### config.mk
export PLATFORM = sky130hd
export DESIGN_NAME = shift_pipe
export DESIGN_NICKNAME = d
export VERILOG_FILES = /design/src/rtl/shift_pkg.sv /design/src/rtl/shift_level.sv /design/src/rtl/shift_pipe.sv
export SDC_FILE = /design/constraint.sdc
export NUM_CORES = 1
export LEC_CHECK = 0
export CELL_PAD_IN_SITES_DETAIL_PLACEMENT = 1
export CELL_PAD_IN_SITES_GLOBAL_PLACEMENT = 2
export CORE_UTILIZATION = 38
export CTS_CLUSTER_SIZE = 30
export DETAILED_ROUTE_END_ITERATION = 6
export PLACE_DENSITY = 0.84
export SKIP_LAST_GASP = 1
export SYNTH_ARGS = -nofsm -noshare
export SYNTH_HDL_FRONTEND = slang
export SYNTH_SLANG_ARGS = --single-unit
### constraint.sdc
create_clock -name clk -period 2.4 [get_ports clk]
set_input_delay 0.48 -clock clk [delete_from_list [all_inputs] [get_ports clk]]
set_output_delay 0.48 -clock clk [all_outputs]
set_load 0.05 [all_outputs]
### src/rtl/shift_pkg.sv
// shift_pkg - shared types and helpers for the pipelined shift unit.
//
// Contents:
//   shift_op_t    : operation encoding presented on shift_pipe.in_op
//   calc_latency  : number of pipeline stages (== result latency in cycles)
//   is_left       : op runs through the bit-reversal wrapper
//   is_rotate     : op wraps shifted-out bits back in
//   is_reserved   : op returns its operand unchanged
package shift_pkg;

  typedef enum logic [2:0] {
    OP_SLL  = 3'd0,
    OP_SRL  = 3'd1,
    OP_SRA  = 3'd2,
    OP_ROR  = 3'd3,
    OP_ROL  = 3'd4,
    OP_RSV5 = 3'd5,
    OP_RSV6 = 3'd6,
    OP_RSV7 = 3'd7
  } shift_op_t;

  // One register stage per group of levels_per_reg mux levels, the last
  // group possibly being short.
  function automatic int calc_latency(input int depth, input int levels_per_reg);
    return (depth + levels_per_reg - 1) / levels_per_reg;
  endfunction

  function automatic logic is_left(input shift_op_t op);
    return (op == OP_SLL) || (op == OP_ROL);
  endfunction

  function automatic logic is_rotate(input shift_op_t op);
    return (op == OP_ROR) || (op == OP_ROL);
  endfunction

  function automatic logic is_reserved(input shift_op_t op);
    return (op == OP_RSV5) || (op == OP_RSV6) || (op == OP_RSV7);
  endfunction

endpackage

### src/rtl/shift_level.sv
// shift_level - one combinational mux level of the right-direction shift core.
//
// Ports:
//   din    in  WIDTH  level input
//   en     in  1      shift this level by SHIFT positions
//   rotate in  1      refill vacated bits with the bits shifted out
//   fill   in  1      refill bit for non-rotate shifts
//   dout   out WIDTH  level output
module shift_level #(
  parameter int WIDTH = 32,
  parameter int SHIFT = 1
) (
  input  logic [WIDTH-1:0] din,
  input  logic             en,
  input  logic             rotate,
  input  logic             fill,
  output logic [WIDTH-1:0] dout
);

  // Right shift by SHIFT; the vacated top bits come either from the wrapped
  // low bits (rotate) or from the replicated fill bit.
  always_comb begin
    dout = din;
    if (en) begin
      if (rotate) begin
        dout = {din[SHIFT-1:0], din[WIDTH-1:SHIFT]};
      end else begin
        dout = {{SHIFT{fill}}, din[WIDTH-1:SHIFT]};
      end
    end
  end

endmodule

### src/rtl/shift_pipe.sv
// shift_pipe - pipelined barrel shifter / rotator with valid/ready streams.
//
// Left operations are bit-reversed on entry and exit around a right-direction
// core of DEPTH mux levels. A register stage follows every LEVELS_PER_REG
// levels and the final level, giving calc_latency(DEPTH, LEVELS_PER_REG)
// cycles of latency. Backpressure stalls the whole pipe at once.
//
// Ports:
//   clk, rst_n            clock, asynchronous active-low reset
//   flush                 kill every in-flight operation (and a same-cycle accept)
//   in_valid/in_ready     operation handshake
//   in_data/in_amt/in_op  operand, amount, opcode
//   in_tag                sideband tag carried with the operation
//   out_valid/out_ready   result handshake
//   out_data/out_tag      result and its tag
//   busy                  any pipeline slot occupied
module shift_pipe
  import shift_pkg::*;
#(
  parameter int WIDTH          = 32,
  parameter int DEPTH          = 5,
  parameter int LEVELS_PER_REG = 2,
  parameter int TAG_W          = 4
) (
  input  logic             clk,
  input  logic             rst_n,
  input  logic             flush,
  input  logic             in_valid,
  output logic             in_ready,
  input  logic [WIDTH-1:0] in_data,
  input  logic [DEPTH-1:0] in_amt,
  input  shift_op_t        in_op,
  input  logic [TAG_W-1:0] in_tag,
  output logic             out_valid,
  input  logic             out_ready,
  output logic [WIDTH-1:0] out_data,
  output logic [TAG_W-1:0] out_tag,
  output logic             busy
);

  localparam int NS = calc_latency(DEPTH, LEVELS_PER_REG);

  if (WIDTH != (1 << DEPTH)) begin : g_bad_width
    $error("shift_pipe: WIDTH must equal 2**DEPTH");
  end
  if (LEVELS_PER_REG < 1 || LEVELS_PER_REG > DEPTH) begin : g_bad_lpr
    $error("shift_pipe: LEVELS_PER_REG must lie in 1..DEPTH");
  end

  // Stage registers; index NS-1 is the output slot.
  logic             st_valid [NS];
  logic [WIDTH-1:0] st_data  [NS];
  logic [DEPTH-1:0] st_amt   [NS];
  shift_op_t        st_op    [NS];
  logic             st_sign  [NS];
  logic [TAG_W-1:0] st_tag   [NS];

  // Inputs feeding each stage's group of levels (entry or previous stage).
  logic             grp_valid [NS];
  logic [WIDTH-1:0] grp_data  [NS];
  logic [DEPTH-1:0] grp_amt   [NS];
  shift_op_t        grp_op    [NS];
  logic             grp_sign  [NS];
  logic [TAG_W-1:0] grp_tag   [NS];

  // Data to be captured by each stage register.
  logic [WIDTH-1:0] nxt_data [NS];

  logic             advance;
  logic             accept;
  logic [WIDTH-1:0] entry_data;
  logic [DEPTH-1:0] entry_amt;
  logic [WIDTH-1:0] last_data;
  logic [WIDTH-1:0] exit_data;

  // The only stall source is a full output slot the consumer is not taking.
  assign advance  = !(st_valid[NS-1] && !out_ready);
  assign in_ready = advance;
  assign accept   = in_valid && in_ready;

  // Entry normalisation: reverse left ops so the core only shifts right, and
  // zero the amount of reserved ops so they pass straight through.
  always_comb begin
    entry_data = in_data;
    if (is_left(in_op)) begin
      for (int b = 0; b < WIDTH; b++) begin
        entry_data[b] = in_data[WIDTH-1-b];
      end
    end
    entry_amt = is_reserved(in_op) ? '0 : in_amt;
  end

  // Mux levels; each level's controls come from the group its stage owns.
  for (genvar j = 0; j < DEPTH; j++) begin : g_level
    localparam int S = j / LEVELS_PER_REG;
    logic [WIDTH-1:0] din;
    logic [WIDTH-1:0] dout;
    logic             en;
    logic             rot;
    logic             fill;

    if (j % LEVELS_PER_REG == 0) begin : g_first
      assign din = grp_data[S];
    end else begin : g_chain
      assign din = g_level[j-1].dout;
    end

    assign en   = grp_amt[S][j];
    assign rot  = is_rotate(grp_op[S]);
    assign fill = (grp_op[S] == OP_SRA) && grp_sign[S];

    shift_level #(
      .WIDTH (WIDTH),
      .SHIFT (1 << j)
    ) u_level (
      .din    (din),
      .en     (en),
      .rotate (rot),
      .fill   (fill),
      .dout   (dout)
    );
  end

  assign last_data = g_level[DEPTH-1].dout;

  // Exit: undo the entry reversal for left ops before the output register.
  always_comb begin
    exit_data = last_data;
    if (is_left(grp_op[NS-1])) begin
      for (int b = 0; b < WIDTH; b++) begin
        exit_data[b] = last_data[WIDTH-1-b];
      end
    end
  end

  // Stage wiring: source of each group and the value its register captures.
  for (genvar s = 0; s < NS; s++) begin : g_stage
    localparam int LAST = ((s + 1) * LEVELS_PER_REG < DEPTH) ?
                          (s + 1) * LEVELS_PER_REG - 1 : DEPTH - 1;

    if (s == 0) begin : g_src_entry
      assign grp_valid[s] = accept;
      assign grp_data[s]  = entry_data;
      assign grp_amt[s]   = entry_amt;
      assign grp_op[s]    = in_op;
      assign grp_sign[s]  = in_data[WIDTH-1];
      assign grp_tag[s]   = in_tag;
    end else begin : g_src_reg
      assign grp_valid[s] = st_valid[s-1];
      assign grp_data[s]  = st_data[s-1];
      assign grp_amt[s]   = st_amt[s-1];
      assign grp_op[s]    = st_op[s-1];
      assign grp_sign[s]  = st_sign[s-1];
      assign grp_tag[s]   = st_tag[s-1];
    end

    if (s == NS - 1) begin : g_cap_exit
      assign nxt_data[s] = exit_data;
    end else begin : g_cap_level
      assign nxt_data[s] = g_level[LAST].dout;
    end
  end

  // Pipeline registers: everything moves together or holds together; flush
  // drops all valids (including a same-cycle accept) but leaves data alone.
  always_ff @(posedge clk or negedge rst_n) begin
    if (!rst_n) begin
      for (int s = 0; s < NS; s++) begin
        st_valid[s] <= 1'b0;
        st_data[s]  <= '0;
        st_amt[s]   <= '0;
        st_op[s]    <= OP_SLL;
        st_sign[s]  <= 1'b0;
        st_tag[s]   <= '0;
      end
    end else if (advance) begin
      for (int s = 0; s < NS; s++) begin
        st_valid[s] <= grp_valid[s] && !flush;
        st_data[s]  <= nxt_data[s];
        st_amt[s]   <= grp_amt[s];
        st_op[s]    <= grp_op[s];
        st_sign[s]  <= grp_sign[s];
        st_tag[s]   <= grp_tag[s];
      end
    end else if (flush) begin
      for (int s = 0; s < NS; s++) begin
        st_valid[s] <= 1'b0;
      end
    end
  end

  // Occupancy summary for the writeback arbiter.
  always_comb begin
    busy = 1'b0;
    for (int s = 0; s < NS; s++) begin
      busy = busy | st_valid[s];
    end
  end

  assign out_valid = st_valid[NS-1];
  assign out_data  = st_data[NS-1];
  assign out_tag   = st_tag[NS-1];

endmodule

==> qor.yml, run 1 <==
timing.final.max_slew_violations: 0
ys_seq_area_frac: 0.4045
postRouteAntennaNets: 0
r2r.worst_path.cells: 5
final-setup-viol-count: 0
dp_hpwl_um: 17630
synthToLayoutAreaGrowth_pct: 24.16
sequence_of_cells_on_the_critical_path: "or3_1 > dlygate4sd2_1"
die-width_um: 143.5
criticalPathCategory: "reg2out"
post_cts_buffers: 0
fin_crit_ns: 2.089
area.sequential_mm2: 0.003079
leakagePower_uw: 0.004124
worstMarginPinSlew_ns: 0.7399
fp.dieH_um: 143.5
cpMaxStageDelayCell: "sky130_fd_sc_hd__dlygate4sd2_1"
finalWorstSetupSlack_ns: 0.3110
routabilityCongestion: 0.8852
grt_remaining_overflow: 0
fin_crit_sh: 0.8704
tritoncts: "done"
post_synth.cell_area_avg_um2: 9.090
critical_path.startpoint_type: "flip-flop"
worst_slew_margin_rel: 0.5041
yosys.area.top_type: "sky130_fd_sc_hd__dfrtp_1"
synth.top_cell.area_share: 0.4045
num_rows: 51
drt-total-wl_um: 23640
detail_route.vias_per_cell: 5.714
critical_path.n_buffers_inverters: 1
peakVddDrop_mv: 0.4857
worst-endpoint-required_ns: 1.92
ys_ff_latch: 123
grt_pass1_vias: 6952
cts_htree_levels: 4
cts_inserted_buffers: 17
clock_sinks: 123
ys_top_cells_by_count: "162 x sky130_fd_sc_hd__nand2_1, 123 x sky130_fd_sc_hd__dfrtp_1, 61 x sky130_fd_sc_hd__nor2_1"
final.fill_count: 2240
multi_input_area_mm2: 0.004138
cts.path.max_buffers: 2
mappedNetlistArea_mm2: 0.007609
crit_path_max_incr_delay_ns: 0.43
synth-edff-count: 0
rrSetupSlack_ns: 0.61
detailed_routing_iteration_count_for_the_pre_antenna_repair_pass: 5
timing.clock.skew_ns: 0.007627
dpl_worst_slack_ns: -0.06514
ys_top_cells_by_area: "sky130_fd_sc_hd__dfrtp_1 40%, sky130_fd_sc_hd__nand2_1 8.0%, sky130_fd_sc_hd__mux2i_1 6.3%"
total_power_uw: 7814
drt-wirelength-per-cell_um: 19.91
fin_nets: 958
buffer_ports.inserted: 87
ioPinCount: 88
grt_start_max_net_pins: 52
die_area_mm2: 0.02059
post-synth-top-count-cell: "sky130_fd_sc_hd__nand2_1"
rsz0062_at_grt: "false"
syn-num-nets: 886
initial_antenna_violation_count: 0
start_util: 0.3897
cts.reportedPaths.clkPinSlew_ns: 0.06
number_of_warnings_reported_in_the_yosys_synthesis_log: 0
first_iter_violations: 299
run_status: "finished clean"
max-cap-violations: 0
min_path_type: "in2async"
number_of_hold_violations_in_the_final_report: 0
postSynthCellCount: 837
async_flop_share: 1.000
num_vias: 6783
root_cell_of_the_clock_tree: "sky130_fd_sc_hd__clkbuf_16"
grt_pass1_wl_um: 38740
grt_util_all_layers: 0.2447
dominantRegCellSynth: "sky130_fd_sc_hd__dfrtp_1"
timing.critical_path.max_delay_family: "buffers and inverters"
category_of_the_worst_setup_path_capture_point: "output pin"
power_per_cell_area_mw_per_mm2: 827.2
final.hold.worst_slack_ns: 0.01996
critPathMaxFanout: 3
synth_cell_types: 57
crit_cells: 2
highest_attainable_clock_frequency_mhz: 478.7
diodes: 0
core-area_mm2: 0.01953
layout.core_utilization: 0.4838
drive_above_1_share: 0.1410
route.detailed.drc: 0
worst_skew_pair.late_latency_ns: 0.42
critPathArrivalTime_ns: 1.61
repair_timing:
| item | in CTS | in global routing |
|---|---|---|
| hold buffers | 0 | 0 |
| gates resized for setup | 1 | 0 |
| setup endpoints to repair | 1 | 0 |
registers in the layout (all words and copies together), names as in the netlist, 2 cells and up:
signal,cells
grp_sign,2
grp_tag,8
g_level.en,3
g_level.din,64
out_data,32
grp_op,6
grp_valid,2
out_tag,4
final cells by class:
cell class	instances	area share
clock buffer	20	0.04834
clock inverter	12	0.01974
timing repair buffer	125	0.1305
sequential	123	0.3260
multi-input combinational	636	0.4380
tap	265	0.03510
inverter	6	0.002384
worst paths after layout:
path | start | endpoint
max reg2reg | g_level[2].en | g_level[4].din[0]
min in group clk | grp_amt[9] | grp_amt[9]
min | rst_n | out_tag[3]
max in group asynchronous | rst_n | g_level[2].din[12]
max | out_valid | busy
min reg2reg | grp_amt[9] | grp_amt[9]
per-layer routing:
metal,vias to the layer above,part of all wire,global-route usage
li1,3213,-,-
met1,3411,0.46,0.3232
met2,132,0.50,0.4134
met3,27,0.024,0.03299
met4,0,0.019,0.07895
met5,-,0,0
through the flow:
stage	TNS (ns)	instances	cell area [µm²]
6_report	0	1187	9447
4_1_cts	0	1187	9447
5_1_grt	0	1187	9447
2_1_floorplan	0	837	7609
3_5_place_dp	-0.1225	1155	8805
3_3_place_gp	-0.03546	1155	8805
cells in the final DEF, fill, tap and decap left out, types with 3 or more instances in the layout:
| cell type | n |
|---|---|
| sky130_fd_sc_hd__nand2_1 | 162 |
| sky130_fd_sc_hd__dfrtp_1 | 122 |
| sky130_fd_sc_hd__clkdlybuf4s50_1 | 83 |
| sky130_fd_sc_hd__nor2_1 | 60 |
| sky130_fd_sc_hd__mux2i_1 | 48 |
| sky130_fd_sc_hd__nand3_1 | 47 |
| sky130_fd_sc_hd__a21oi_1 | 44 |
| sky130_fd_sc_hd__mux2_2 | 34 |
| sky130_fd_sc_hd__o31ai_1 | 34 |
| sky130_fd_sc_hd__buf_4 | 33 |
| sky130_fd_sc_hd__a22oi_1 | 30 |
| sky130_fd_sc_hd__and3b_1 | 25 |
| sky130_fd_sc_hd__a211o_1 | 18 |
| sky130_fd_sc_hd__o22ai_1 | 18 |
| sky130_fd_sc_hd__clkbuf_16 | 17 |
| sky130_fd_sc_hd__a211oi_1 | 11 |
| sky130_fd_sc_hd__o21ai_1 | 9 |
| sky130_fd_sc_hd__o21ai_0 | 8 |
| sky130_fd_sc_hd__o211ai_1 | 8 |
| sky130_fd_sc_hd__mux4_2 | 7 |
| sky130_fd_sc_hd__nand2b_1 | 7 |
| sky130_fd_sc_hd__o32a_1 | 7 |
| sky130_fd_sc_hd__buf_12 | 7 |
| sky130_fd_sc_hd__a31oi_1 | 6 |
| sky130_fd_sc_hd__nand3b_1 | 4 |
| sky130_fd_sc_hd__inv_1 | 4 |
| sky130_fd_sc_hd__a21boi_0 | 4 |
| sky130_fd_sc_hd__bufinv_16 | 4 |
| sky130_fd_sc_hd__and3_1 | 3 |
| sky130_fd_sc_hd__a221oi_2 | 3 |
| sky130_fd_sc_hd__o31a_1 | 3 |
| sky130_fd_sc_hd__a211oi_2 | 3 |
| sky130_fd_sc_hd__clkinvlp_4 | 3 |
| sky130_fd_sc_hd__inv_6 | 3 |
power breakdown:
| part | total [µW] | internal (µW) | switching [µW] |
|---|---|---|---|
| Sequential | 2750 | 2430 | 313 |
| Clock | 2780 | 1810 | 970 |
| Combinational | 2290 | 900 | 1390 |
kinds of logic (layout without fill, tap and decap cells):
| kind of cell | after synthesis | count (layout) | share of synthesized area |
|---|---|---|---|
| AO/OA/AOI/OAI | 219 | 219 | 0.2052 |
| buffers and inverters | 78 | 163 | 0.05295 |
| flip-flops | 123 | 123 | 0.4045 |
| multiplexers | 90 | 90 | 0.1362 |
| AND/OR/NAND/NOR | 327 | 327 | 0.2011 |
Note: power is estimated with default switching activity, not from simulation.
==> run 2: changes to the inputs <==
--- a/config.mk
+++ b/config.mk
@@ -10,7 +10,7 @@
 export CORE_UTILIZATION = 38
 export CTS_CLUSTER_SIZE = 30
 export DETAILED_ROUTE_END_ITERATION = 6
-export PLACE_DENSITY = 0.84
+export PLACE_DENSITY_LB_ADDON = 0.12
 export SKIP_LAST_GASP = 1
 export SYNTH_ARGS = -nofsm -noshare
 export SYNTH_HDL_FRONTEND = slang
==> run 2 against run 1 <==
  * Wire length up 0.88%
  * Clock skew up 0.0030 ns
  * Die area unchanged
  * Fmax down 0.51%
  * Core utilization down 0.24 points
  * Largest power group is now sequential cells
  * Sequential share of layout area up 0.16 points
  * Sequential power about the same
  * Register-to-register slack worse by 0.09 ns
  * Critical endpoint unchanged
  * Combinational power about the same
  * Cell area down 0.50%
  * First-iteration DRC count down 5.7%
  * Highest routed layer unchanged
  * Non-clock buffer count up 7
==> qor.yml, run 2 (synthesis gave the netlist of run 1 again) <==
timing.critical_path.max_delay_family: "buffers and inverters"
cpMaxStageDelayCell: "sky130_fd_sc_hd__dlygate4sd2_1"
cts.path.max_buffers: 2  # unchanged
timing.clock.skew_ns: 0.01058  # +0.002957 ns
diodes: 0  # unchanged
critPathMaxFanout: 3  # unchanged
leakagePower_uw: 0.004117  # -0.18%
routabilityCongestion: 0.8354  # -5.6%
tritoncts: "done"
num_vias: 6722  # -0.90%
drt-total-wl_um: 23850  # +0.88%
most-common-layout-cells: "162 x sky130_fd_sc_hd__nand2_1, 122 x sky130_fd_sc_hd__dfrtp_1, 83 x sky130_fd_sc_hd__clkdlybuf4s50_1"
cts_htree_levels: 4  # unchanged
critical_path.startpoint_type: "flip-flop"
synthToLayoutAreaGrowth_pct: 23.53
fin_crit_ns: 2.100  # +0.01072 ns
grt_pass1_vias: 6946  # -0.086%
max-cap-violations: 0  # unchanged
ioPinCount: 88  # unchanged
postRouteAntennaNets: 0  # unchanged
worst_skew_pair.late_latency_ns: 0.42  # about the same
run_status: "finished clean"
layout.core_utilization: 0.4814  # -0.002435
cts_inserted_buffers: 17  # unchanged
timing.final.max_slew_violations: 0  # unchanged
post_cts_buffers: 0  # unchanged
total_power_uw: 7370  # -5.7%
sequence_of_cells_on_the_critical_path: "or3_1 > dlygate4sd2_1"
worstMarginPinSlew_ns: 0.6541  # -0.08576 ns
detailed_routing_iteration_count_for_the_pre_antenna_repair_pass: 4  # -1
drt-wirelength-per-cell_um: 20.04  # +0.63%
highest_attainable_clock_frequency_mhz: 476.2  # -0.51%
drive_above_1_share: 0.1438  # +0.002786
clock_sinks: 123  # unchanged
worst-endpoint-required_ns: 1.92  # about the same
final.fill_count: 2274  # +1.5%
rsz0062_at_grt: "false"
die_area_mm2: 0.02059  # unchanged
category_of_the_worst_setup_path_capture_point: "output pin"
grt_pass1_wl_um: 38320  # -1.1%
hold_buffer_count_at_cts: 0  # unchanged
number_of_non_filler_instances_in_the_completed_layout: 1190  # +0.25%
cts.reportedPaths.clkPinSlew_ns: 0.05  # about the same
first_iter_violations: 282  # -5.7%
number_of_hold_violations_in_the_final_report: 0  # unchanged
totalNegativeSetupSlack_ns: 0  # unchanged
detail_route.vias_per_cell: 5.649  # -1.1%
power_per_cell_area_mw_per_mm2: 784.1  # -5.2%
grt_remaining_overflow: 0  # unchanged
post_cts.resized_instances: 1  # unchanged
min_path_type: "in2async"
die-width_um: 143.5  # unchanged
dp_hpwl_um: 18010  # +2.1%
most_common_cell_after_layout_fill_and_taps_aside: "sky130_fd_sc_hd__nand2_1"
fin_nets: 965  # +0.73%
start_util: 0.3897  # unchanged
design_area_mm2: 0.009399  # -0.50%
rrSetupSlack_ns: 0.52  # -0.09 ns
fin_crit_sh: 0.8749  # +0.004467
placement.cell_area_mm2: 0.008870  # +0.74%
num_rows: 51  # unchanged
root_cell_of_the_clock_tree: "sky130_fd_sc_hd__clkbuf_16"
grt_util_all_layers: 0.2424  # -0.002362
largest_register_ff_count: 64  # unchanged
criticalPathCategory: "reg2out"
dp.cells: 1162  # +0.61%
final-setup-viol-count: 0  # unchanged
critPathArrivalTime_ns: 1.62  # about the same
buffer_ports.inserted: 87  # unchanged
worst_slew_margin_rel: 0.5639  # +0.05986
core-area_mm2: 0.01953  # unchanged
grt_start_max_net_pins: 124  # +140%
fp.dieH_um: 143.5  # unchanged
initial_antenna_violation_count: 0  # unchanged
route.detailed.drc: 0  # unchanged
peakVddDrop_mv: 0.4260  # -12%
crit_path_max_incr_delay_ns: 0.43  # about the same
critical_path.n_buffers_inverters: 1  # unchanged
==> run 2: path summary, 6_finish.rpt <==
kind,start,to,cells after the start
worst max-delay path,out_valid,busy,2
worst min-delay path,rst_n,out_tag[0],2
worst max register to register,grp_op[0],out_data[3],4
worst min register to register,grp_tag[1],grp_tag[1],2
max in group asynchronous,rst_n,g_level[4].din[27],2
min in group clk,grp_tag[1],grp_tag[1],2
==> run 2: metrics by stage <==
step	hold slack [ns]	setup slack [ns]
5_1_grt	0.2176	0.2638
4_1_cts	0.1991	0.2677
6_report	0.1664	0.3003
2_1_floorplan	0.1844	0.1982
3_5_place_dp	0.4610	0.01368
3_3_place_gp	0.4476	0.07238
==> run 2: power by group <==
group	internal, µW	switching (µW)
clock network	1450	888
registers	2440	320
logic	907	1370
total	4790	2580
==> run 2: layer usage <==
layer / track usage / vias to the layer above / share of wire
li1: - / 3211 / -
met1: 0.3177 / 3341 / 0.46
met2: 0.4090 / 141 / 0.49
met3: 0.03266 / 29 / 0.029
met4: 0.08455 / 0 / 0.021
met5: 0 / - / 0
==> run 2: cell type report <==
cell class                      instances  area, µm²  share of cell area
Multi-Input combinational cell        636       4138              0.4402
Sequential cell                       123       3079              0.3276
Timing Repair Buffer                  132       1297              0.1380
Clock buffer                           20      456.7             0.04859
Tap cell                              265      331.6             0.03528
Clock inverter                          8      73.82            0.007854
Inverter                                6      22.52            0.002396
==> run 3: changes to the inputs <==
--- a/config.mk
+++ b/config.mk
@@ -8,9 +8,11 @@
 export CELL_PAD_IN_SITES_DETAIL_PLACEMENT = 1
 export CELL_PAD_IN_SITES_GLOBAL_PLACEMENT = 2
 export CORE_UTILIZATION = 38
+export CTS_CLUSTER_DIAMETER = 120
 export CTS_CLUSTER_SIZE = 30
 export DETAILED_ROUTE_END_ITERATION = 6
 export PLACE_DENSITY_LB_ADDON = 0.12
+export SETUP_SLACK_MARGIN = 0.1
 export SKIP_LAST_GASP = 1
 export SYNTH_ARGS = -nofsm -noshare
 export SYNTH_HDL_FRONTEND = slang
==> results of run 3 <==
Same layout as run 2: the final DEF is identical, and so are final timing and power.
